[src/rtl/lpf_pkg.sv]
// lpf_pkg: shared types, default coefficient table and saturation helper for lpf_fir_mc
package lpf_pkg;
  typedef enum logic {IDLE, SWEEP} lpf_state_e;
  // Symmetric window: 0x51 at both ends, then rising 0x07 -> 0x0E toward the centre.
  function automatic logic [7:0] lpf_default_coef(input int i, input int taps = 72);
    int m;
    int half;
    m = i < taps / 2 ? i : taps - 1 - i;
    half = taps / 2 > 1 ? taps / 2 - 1 : 1;
    return m == 0 ? 8'h51 : 8'(7 + (m * 7) / half);
  endfunction
  function automatic logic signed [63:0] sat(input logic signed [63:0] v, input int msb);
    logic signed [63:0] hi;
    logic signed [63:0] lo;
    hi = (64'sd1 <<< msb) - 64'sd1;
    lo = -(64'sd1 <<< msb);
    return v > hi ? hi : v < lo ? lo : v;
  endfunction
endpackage

[src/rtl/lpf_coef_ram.sv]
// lpf_coef_ram: 1W/1R synchronous-read coefficient RAM, power-up contents from the default table
module lpf_coef_ram
  import lpf_pkg::*;
#(
  parameter int TAPS   = 72,
  parameter int COEF_W = 8,
  parameter int AW     = $clog2(TAPS)
) (
  input  logic              CLK,
  input  logic              WE,
  input  logic [AW-1:0]     WADDR,
  input  logic [COEF_W-1:0] WDATA,
  input  logic [AW-1:0]     RADDR,
  output logic [COEF_W-1:0] RDATA
);
  typedef logic [COEF_W-1:0] mem_t [TAPS];
  function automatic mem_t init_mem();
    mem_t m;
    for (int i = 0; i < TAPS; i++) m[i] = COEF_W'(lpf_default_coef(i, TAPS));
    return m;
  endfunction
  mem_t mem = init_mem();
  always_ff @(posedge CLK) begin
    if (WE) mem[WADDR] <= WDATA;
    RDATA <= mem[RADDR];
  end
endmodule

[src/rtl/lpf_fir_mc.sv]
// lpf_fir_mc: multi-channel windowed-FIR low-pass decimator sharing one multiplier across channels
module lpf_fir_mc
  import lpf_pkg::*;
#(
  parameter int MSB      = 15,
  parameter int CHANNELS = 2,
  parameter int TAPS     = 72,
  parameter int COEF_W   = 8,
  parameter int SHIFT    = 10
) (
  input  logic                         CLK,
  input  logic                         RESET,
  input  logic                         CE,
  input  logic                         ENABLE,
  input  logic                         SYNC,
  input  logic [CHANNELS*(MSB+1)-1:0]  IDATA,
  output logic [CHANNELS*(MSB+1)-1:0]  ODATA,
  output logic                         OVALID,
  output logic                         OVERRUN,
  input  logic                         COEF_WE,
  input  logic [$clog2(TAPS)-1:0]      COEF_ADDR,
  input  logic [COEF_W-1:0]            COEF_DATA
);
  localparam int W      = MSB + 1;
  localparam int PROD_W = MSB + COEF_W + 2;
  localparam int ACC_W  = PROD_W + $clog2(TAPS);
  localparam int AW     = $clog2(TAPS);
  localparam int CW     = CHANNELS > 1 ? $clog2(CHANNELS) : 1;
  lpf_state_e state, state_nxt;
  logic [AW-1:0] tap;
  logic [CW-1:0] ch;
  logic fin, en_q, last_ch, accept;
  logic [COEF_W-1:0] coef;
  logic signed [MSB:0] smp [CHANNELS];
  logic signed [MSB:0] out [CHANNELS];
  logic signed [ACC_W-1:0] acc [CHANNELS];
  logic signed [PROD_W-1:0] prod;
  // Restart paths address tap 0 so a CE accepted alongside SYNC sees the right coefficient.
  lpf_coef_ram #(.TAPS(TAPS), .COEF_W(COEF_W)) u_ram (
    .CLK  (CLK),
    .WE   (COEF_WE),
    .WADDR(COEF_ADDR),
    .WDATA(COEF_DATA),
    .RADDR(RESET || SYNC ? '0 : tap),
    .RDATA(coef)
  );
  always_comb begin
    last_ch   = ch == CW'(CHANNELS - 1);
    accept    = CE && (state == IDLE || SYNC);
    state_nxt = accept ? SWEEP : (SYNC || (state == SWEEP && last_ch)) ? IDLE : state;
    prod      = PROD_W'($signed({1'b0, coef})) * PROD_W'(smp[ch]);
  end
  always_ff @(posedge CLK) begin
    if (RESET) begin
      state   <= IDLE;
      tap     <= '0;
      ch      <= '0;
      fin     <= 1'b0;
      OVALID  <= 1'b0;
      OVERRUN <= 1'b0;
      en_q    <= 1'b1;
      for (int k = 0; k < CHANNELS; k++) begin
        acc[k] <= '0;
        out[k] <= '0;
      end
    end else begin
      state  <= state_nxt;
      OVALID <= fin && !SYNC;
      fin    <= 1'b0;
      if (CE && !accept) OVERRUN <= 1'b1;
      if (accept) begin
        ch <= '0;
        for (int k = 0; k < CHANNELS; k++) smp[k] <= IDATA[k*W +: W];
      end else if (state == SWEEP) ch <= ch + CW'(1);
      if (fin && !SYNC) begin
        en_q <= ENABLE;
        for (int k = 0; k < CHANNELS; k++) begin
          out[k] <= W'(sat(64'(acc[k] >>> SHIFT), MSB));
          acc[k] <= '0;
        end
      end
      if (SYNC) begin
        tap <= '0;
        for (int k = 0; k < CHANNELS; k++) acc[k] <= '0;
      end else if (state == SWEEP) begin
        acc[ch] <= acc[ch] + ACC_W'(prod);
        if (last_ch) begin
          tap <= tap == AW'(TAPS - 1) ? '0 : tap + AW'(1);
          fin <= tap == AW'(TAPS - 1);
        end
      end
    end
  end
  for (genvar k = 0; k < CHANNELS; k++) begin : g_out
    assign ODATA[k*W +: W] = en_q ? out[k] : IDATA[k*W +: W];
  end
endmodule
[config.mk]
export PLATFORM = sky130hd
export DESIGN_NAME = lpf_fir_mc
export DESIGN_NICKNAME = d
export VERILOG_FILES = /design/src/rtl/lpf_pkg.sv /design/src/rtl/lpf_coef_ram.sv /design/src/rtl/lpf_fir_mc.sv
export SDC_FILE = /design/constraint.sdc
export NUM_CORES = 1
export LEC_CHECK = 0
export CAP_MARGIN = 20
export CORE_MARGIN = 5
export CORE_UTILIZATION = 62
export DETAILED_ROUTE_END_ITERATION = 10
export PLACE_DENSITY = 0.89
export SYNTH_ARGS = -nofsm -noshare
export SYNTH_HDL_FRONTEND = slang
export SYNTH_SLANG_ARGS = --single-unit
[constraint.sdc]
create_clock -name CLK -period 13.9 [get_ports CLK]
set_input_delay 2.78 -clock CLK [delete_from_list [all_inputs] [get_ports CLK]]
set_output_delay 2.78 -clock CLK [all_outputs]
set_load 0.1 [all_outputs]
==> run metrics, run 1 <==
max-cap violations 0; Longest Clk Path Bufs 3; H-tree levels 3; post_cts resized 0; final hold viol count 0; mapped cell area 0.0355 mm2; gr usage total 27.4%; Vias/cell 6.49; WS Path Type input port to primary output; Power Density between 100 and 150 mW/mm2; CP max stage cell clkdlybuf4s50_1; share of cells above drive strength 1 9.57%; RSZ-0062 raised after global routing no; final worst-path cycle share 53.2%; Layout Nets 3016; Die Width 249 um; Setup crit start kind input port; DP HPWL 54200 um; first-pass GRT wire length between 100000 and 150000 um; CTS clk-pin slew, worst paths 60 ps; ys async rst share 0%; total CTS buffers 72; Peak Freq 135 MHz; final setup TNS 0 ps; via count 23200; Placed Cells 3444; clock skew between 40 and 50 ps; Residual DRC 0; Initial Utilization 62.8%; CP Launch Point IDATA[26]; WP data required 11120 ps; #FFs+latches synth between 700 and 800; Post-Syn Instances 2709; Critical Path Max Stage Delay 1190 ps; crit path DAT 4620 ps; syn avg cell area 13.1 um2; initial antenna violation count 1; largest net degree at the start of global routing between 80 and 90; most frequent cell after synthesis edfxtp_1; Layout area overhead 10.8%; insertion delay to the later sink of the worst-skew pair 640 ps; I/O pins 87; Least-Margin Pin Slew 1150 ps; Max rail drop VDD 0.148 mV; Crit. End Element primary output; Most common cell on crit path clkdlybuf4s50_1; ys flop type edfxtp_1; grt total ovfl 0; Setup Fix Bufs, Post-CTS 0; outcome completed; DRT Wirelength 86700 um; fin. max-slew vios 0; Min-Delay Path Class register to register; Die Area 0.0621 mm2; YS warnings 0; Area contributors post-synth edfxtp_1 60%, fa_1 7.5%, nor2_1 3.1%; number of synthesized flops with an enable pin 704; crit-path cells clkdlybuf4s50_1 -> mux2_2 -> clkdlybuf4s50_1; Iter 0 DRT Violations approximately 2900; non-filler cells, final 3576; clock sink total 726; Final min period 7400 ps; sequential share of the synthesized area 60.8%; post-synth top area cell edfxtp_1; hold_buf cts 0; worst-path fanout max 2; Final setup viols 0; CTS tree built; row count 87; RD Place Congestion 0.943; Rel. slew slack a little under a quarter; static leakage 13.8 nW; Hold Startpoint en_q; via count of the first global-routing pass 23700; Unique masters post-synth 61; Post-synth top cells 704 x edfxtp_1, 297 x nor2_1, 214 x nand2_1; fill count 3463; CTS root buf clkbuf_16; # diodes 0; number of port buffers 86; Reg2Reg Setup Slack 6560 ps; Die Span Y 249 um; Core Box Area approximately 0.056 mm2; drt first pass iters 6; routed wire length per instance 24.3 um; Post-DRT Antenna Nets 0; Min Hold Slack 539 ps; top cell type's share of synthesized area 59.6%; syn nets 2961
worst max-delay path: cells and delay by family:
| family | cells | cell delay (ps) |
|---|---|---|
| buffers and inverters | 2 | 1670 |
| multiplexers | 1 | 160 |
cell families (layout without fill, tap and decap cells):
| group | Yosys count | count (layout) | synth area share (%) |
|---|---|---|---|
| adder cells (fa/ha/maj) | 199 | 199 | 9.81 |
| buffers and inverters | 324 | 435 | 3.63 |
| flip-flops | 726 | 726 | 60.8 |
| multiplexers | 211 | 211 | 7.09 |
| XOR/XNOR | 29 | 29 | 0.716 |
| AO/OA/AOI/OAI | 472 | 472 | 8.31 |
| AND/OR/NAND/NOR | 748 | 748 | 9.59 |
worst paths after layout:
check | endpoint | depth (start not counted)
setup / recovery | ODATA[26] | 3
hold / removal | en_q | 2
setup reg to reg | acc[0][26] | 19
hold reg to reg | en_q | 2
cell usage in the layout, fill, tap and decap left out, drive strengths merged, types with 10 or more instances in the layout:
master / netlist / layout
edfxtp: 704 / 704
nor2: 297 / 297
nand2: 214 / 214
inv: 183 / 185
fa: 132 / 132
o21ai: 120 / 120
a21oi: 111 / 111
mux2i: 106 / 106
clkbuf: 89 / 87
and2: 86 / 86
mux2: 81 / 81
clkdlybuf4s50: 0 / 78
ha: 67 / 67
o22ai: 56 / 56
o211ai: 44 / 44
buf: 51 / 43
a211oi: 36 / 36
clkinv: 1 / 35
nor2b: 27 / 27
mux4: 24 / 24
and3: 23 / 23
nand4: 23 / 23
dfxtp: 22 / 22
a31oi: 19 / 19
o221ai: 17 / 17
nand3: 17 / 17
xnor2: 15 / 15
nand2b: 14 / 14
xor2: 14 / 14
o21a: 13 / 13
or3: 12 / 12
a21o: 11 / 11
or4: 10 / 10
a311oi: 10 / 10
nor3: 10 / 10
per-stage QoR:
step           util (%)  total power [mW]  setup WS [ps]  area, um2
2_1_floorplan         -              3.29           7870      35500
3_3_place_gp       65.3              3.54           6550      36900
3_5_place_dp       65.3              3.58           6510      36900
4_1_cts            69.5              5.48           6500      39300
5_1_grt            69.6              5.70           6400      39300
6_report           69.6              5.49           6500      39300
routing by layer:
metal	vias up	track usage, %	part of all wire [%]
met4	2	11.9	5.0
met3	330	6.36	11
met2	1659	45.5	48
met5	-	0	0.015
met1	11300	34.9	36
li1	9955	-	-
report_power, final:
| group | switching [mW] | total, mW | leakage (nW) | internal [mW] |
|---|---|---|---|---|
| Combinational | 0.717 | 1.12 | 5.98 | 0.401 |
| Clock | 0.855 | 1.92 | 1.13 | 1.06 |
| Sequential | 0.0189 | 2.46 | 6.68 | 2.44 |
flip-flops by register name, indices dropped and copies added, names as in the netlist, named ones only:
| name | cells |
|---|---|
| OVALID | 1 |
| tap | 7 |
| fin | 1 |
| ch | 1 |
| out | 32 |
| u_ram.mem | 576 |
| OVERRUN | 1 |
| acc | 64 |
| smp | 32 |
| en_q | 1 |
| u_ram.RDATA | 8 |
| state | 1 |
area by class of cell:
class	count	area (um2)	share of cell area, %
sequential	726	21600	54.9
multi-input combinational	1659	12600	32.1
clock buffer	87	1890	4.81
timing repair buffer	121	1100	2.80
tap	756	946	2.41
inverter	184	691	1.76
clock inverter	43	453	1.15
(Power assumes the default switching activity.)
==> run 2, diff against run 1 <==
CORE_UTILIZATION = 56   (was 62)
PLACE_DENSITY = 0.85   (was 0.89)
clock period = 6.2 ns   (was 13.9 ns; I/O delays follow)
==> run metrics, run 2 (same netlist as run 1, synthesis figures left out) <==
Layout Nets 3044 (was 3016); Residual DRC 0 (unchanged); via count of the first global-routing pass 23800 (was 23700); DP Area 0.0372 mm2 (was 0.0369 mm2); Max rail drop VDD 0.305 mV (was 0.148 mV); design area 0.0398 mm2 (was 0.0393 mm2); largest net degree at the start of global routing 129 (was 88); WP data required 6570 ps (was 11120 ps); Critical Path Max Stage Delay 560 ps (was 1190 ps); CTS clk-pin slew, worst paths 60 ps (about the same); Post-DRT Antenna Nets 0 (unchanged); DRT Wirelength 87500 um (was 86700 um); Die Area 0.0685 mm2 (was 0.0621 mm2); largest registers u_ram.mem x576, acc x64 (unchanged); first-pass GRT wire length 135000 um (was 134000 um); RD Place Congestion 0.941 (was 0.943); total CTS buffers 73 (was 72); critical path's top delay family adder cells (was buffers and inverters); Setup crit start kind register (was input port); number of port buffers 86 (unchanged); CTS tree built (unchanged); final hold viol count 0 (unchanged); Iter 0 DRT Violations 3101 (was 2879); grt total ovfl 0 (unchanged); hold_buf cts 0 (unchanged); clock sink total 726 (unchanged); RSZ-0062 raised after global routing no (unchanged); insertion delay to the later sink of the worst-skew pair 630 ps (was 640 ps); Power Density 318 mW/mm2 (was 140 mW/mm2); Crit. End Element register (was primary output); clock skew 36.4 ps (was 45.4 ps); Rel. slew slack 30.4% (was 22.8%); commonest non-fill, non-tap cell in the layout edfxtp_1 (unchanged); Initial Utilization 56.4% (was 62.8%); fin. max-slew vios 0 (unchanged); crit path DAT 6370 ps (was 4620 ps); worst-path fanout max 8 (was 2); Die Width 262 um (was 249 um); outcome completed (unchanged); final setup TNS 0 ps (unchanged); CP max stage cell fa_1 (was clkdlybuf4s50_1); H-tree levels 3 (unchanged); Most common cell on crit path fa_1 (was clkdlybuf4s50_1); row count 92 (was 87); Largest register FFs 576 (unchanged); Longest Clk Path Bufs 3 (unchanged); I/O pins 87 (unchanged); most frequent cells in the layout 704 x edfxtp_1, 295 x nor2_1, 214 x nand2_1 (unchanged); Final setup viols 0 (unchanged); static leakage 14.0 nW (was 13.8 nW); share of cells above drive strength 1 11.0% (was 9.57%); # diodes 0 (unchanged); initial antenna violation count 1 (unchanged); DP HPWL 55800 um (was 54200 um); Worst Path Buf+Inv 2 (unchanged); Layout area overhead 12.2% (was 10.8%); Least-Margin Pin Slew 1040 ps (was 1150 ps); gr usage total 25.4% (was 27.4%); CTS root buf clkbuf_16 (unchanged); crit-path cells buf_4 -> buf_4 -> mux2_2 -> and2_1 -> fa_1 -> fa_1 -> fa_1 -> fa_1 -> fa_1 -> ha_1 -> a21oi_1 -> o21ai_0 -> a221o_1 -> a21oi_1 -> o32a_1 -> o211ai_1 -> and3_1 (was clkdlybuf4s50_1 -> mux2_2 -> clkdlybuf4s50_1); Peak Freq 167 MHz; Final min period 6000 ps; max-cap violations 0 (unchanged); final worst-path cycle share 96.7%; Die Span Y 262 um (was 249 um); Min-Delay Path Class register to register (unchanged); routed wire length per instance 23.7 um (was 24.3 um); Core Box Area 0.0629 mm2 (was 0.0565 mm2); WS Path Type register to register (was input port to primary output); Vias/cell 6.25 (was 6.49); drt first pass iters 8 (was 6); via count 23100 (was 23200); largest register by flop count u_ram.mem (unchanged)
-- run 2: cell count changes in the layout (fill, tap and decap cells not counted), sizes merged --
| cell | before | now |
|---|---|---|
| clkinvlp | 3 | 1 |
| bufinv | 4 | 7 |
| buf | 43 | 69 |
| clkinv | 35 | 21 |
| clkbuf | 87 | 97 |
| inv | 185 | 188 |
-- run 2: path summary, 6_finish.rpt --
| kind | endpoint | start | depth (start not counted) | slack, ps |
|---|---|---|---|---|
| worst min-delay path | en_q | en_q | 2 | 490 |
| worst max-delay path | acc[0][24] | register | 17 | 200 |
| worst max register to register | acc[0][24] | register | 17 | 200 |
| worst min register to register | en_q | en_q | 2 | 490 |
-- run 2: through the flow --
step | cells | utilization [%] | power, mW | hold WS [ps] | setup WS (ps)
final | 3692 | 63.3 | 12.6 | 492 | 204
after CTS | 3687 | 63.1 | 12.6 | 492 | 63.4
after global placement | 3558 | 59.2 | 8.02 | 473 | 94.6
after floorplan | 2709 | - | 7.37 | 466 | 294
after detailed placement | 3558 | 59.2 | 8.09 | 478 | 24.9
after global routing | 3692 | 63.3 | 13.2 | 533 | 5.98
-- run 2: layer usage --
metal | GRT usage [%] | part of all wire (%)
met1 | 32.9 | 36
met2 | 42.3 | 48
met3 | 5.49 | 11
met4 | 10.7 | 4.7
met5 | 0 | 0
-- run 2: tightest hold or removal path: cells and delay by family (launching register included) --
family,cells,cell delay [ps]
AO/OA/AOI/OAI,1,40
AND/OR/NAND/NOR,1,100
flip-flops,1,310
-- run 2: final cells by class --
cell class	instances	area, um2
Sequential cell	726	21600
Timing Repair Buffer	148	1340
Inverter	184	691
Fill cell	4338	23000
Multi-Input combinational cell	1659	12700
Clock inverter	33	427
Tap cell	846	1060
Clock buffer	96	1990
-- run 2: timing repair --
| item | 4_1_cts | 5_1_grt |
|---|---|---|
| pin swaps | 0 | 3 |
| endpoints found under the setup margin | 2 | 16 |
| buffers inserted | 0 | 3 |
| gates resized for setup | 1 | 25 |
-- run 2: report_power, final --
part           switching [mW]  internal, mW  leakage (nW)  total, mW
Clock                    1.90          2.58          1.18       4.48
Sequential             0.0447          5.46          6.68       5.51
Combinational            1.67         0.981          6.12       2.65
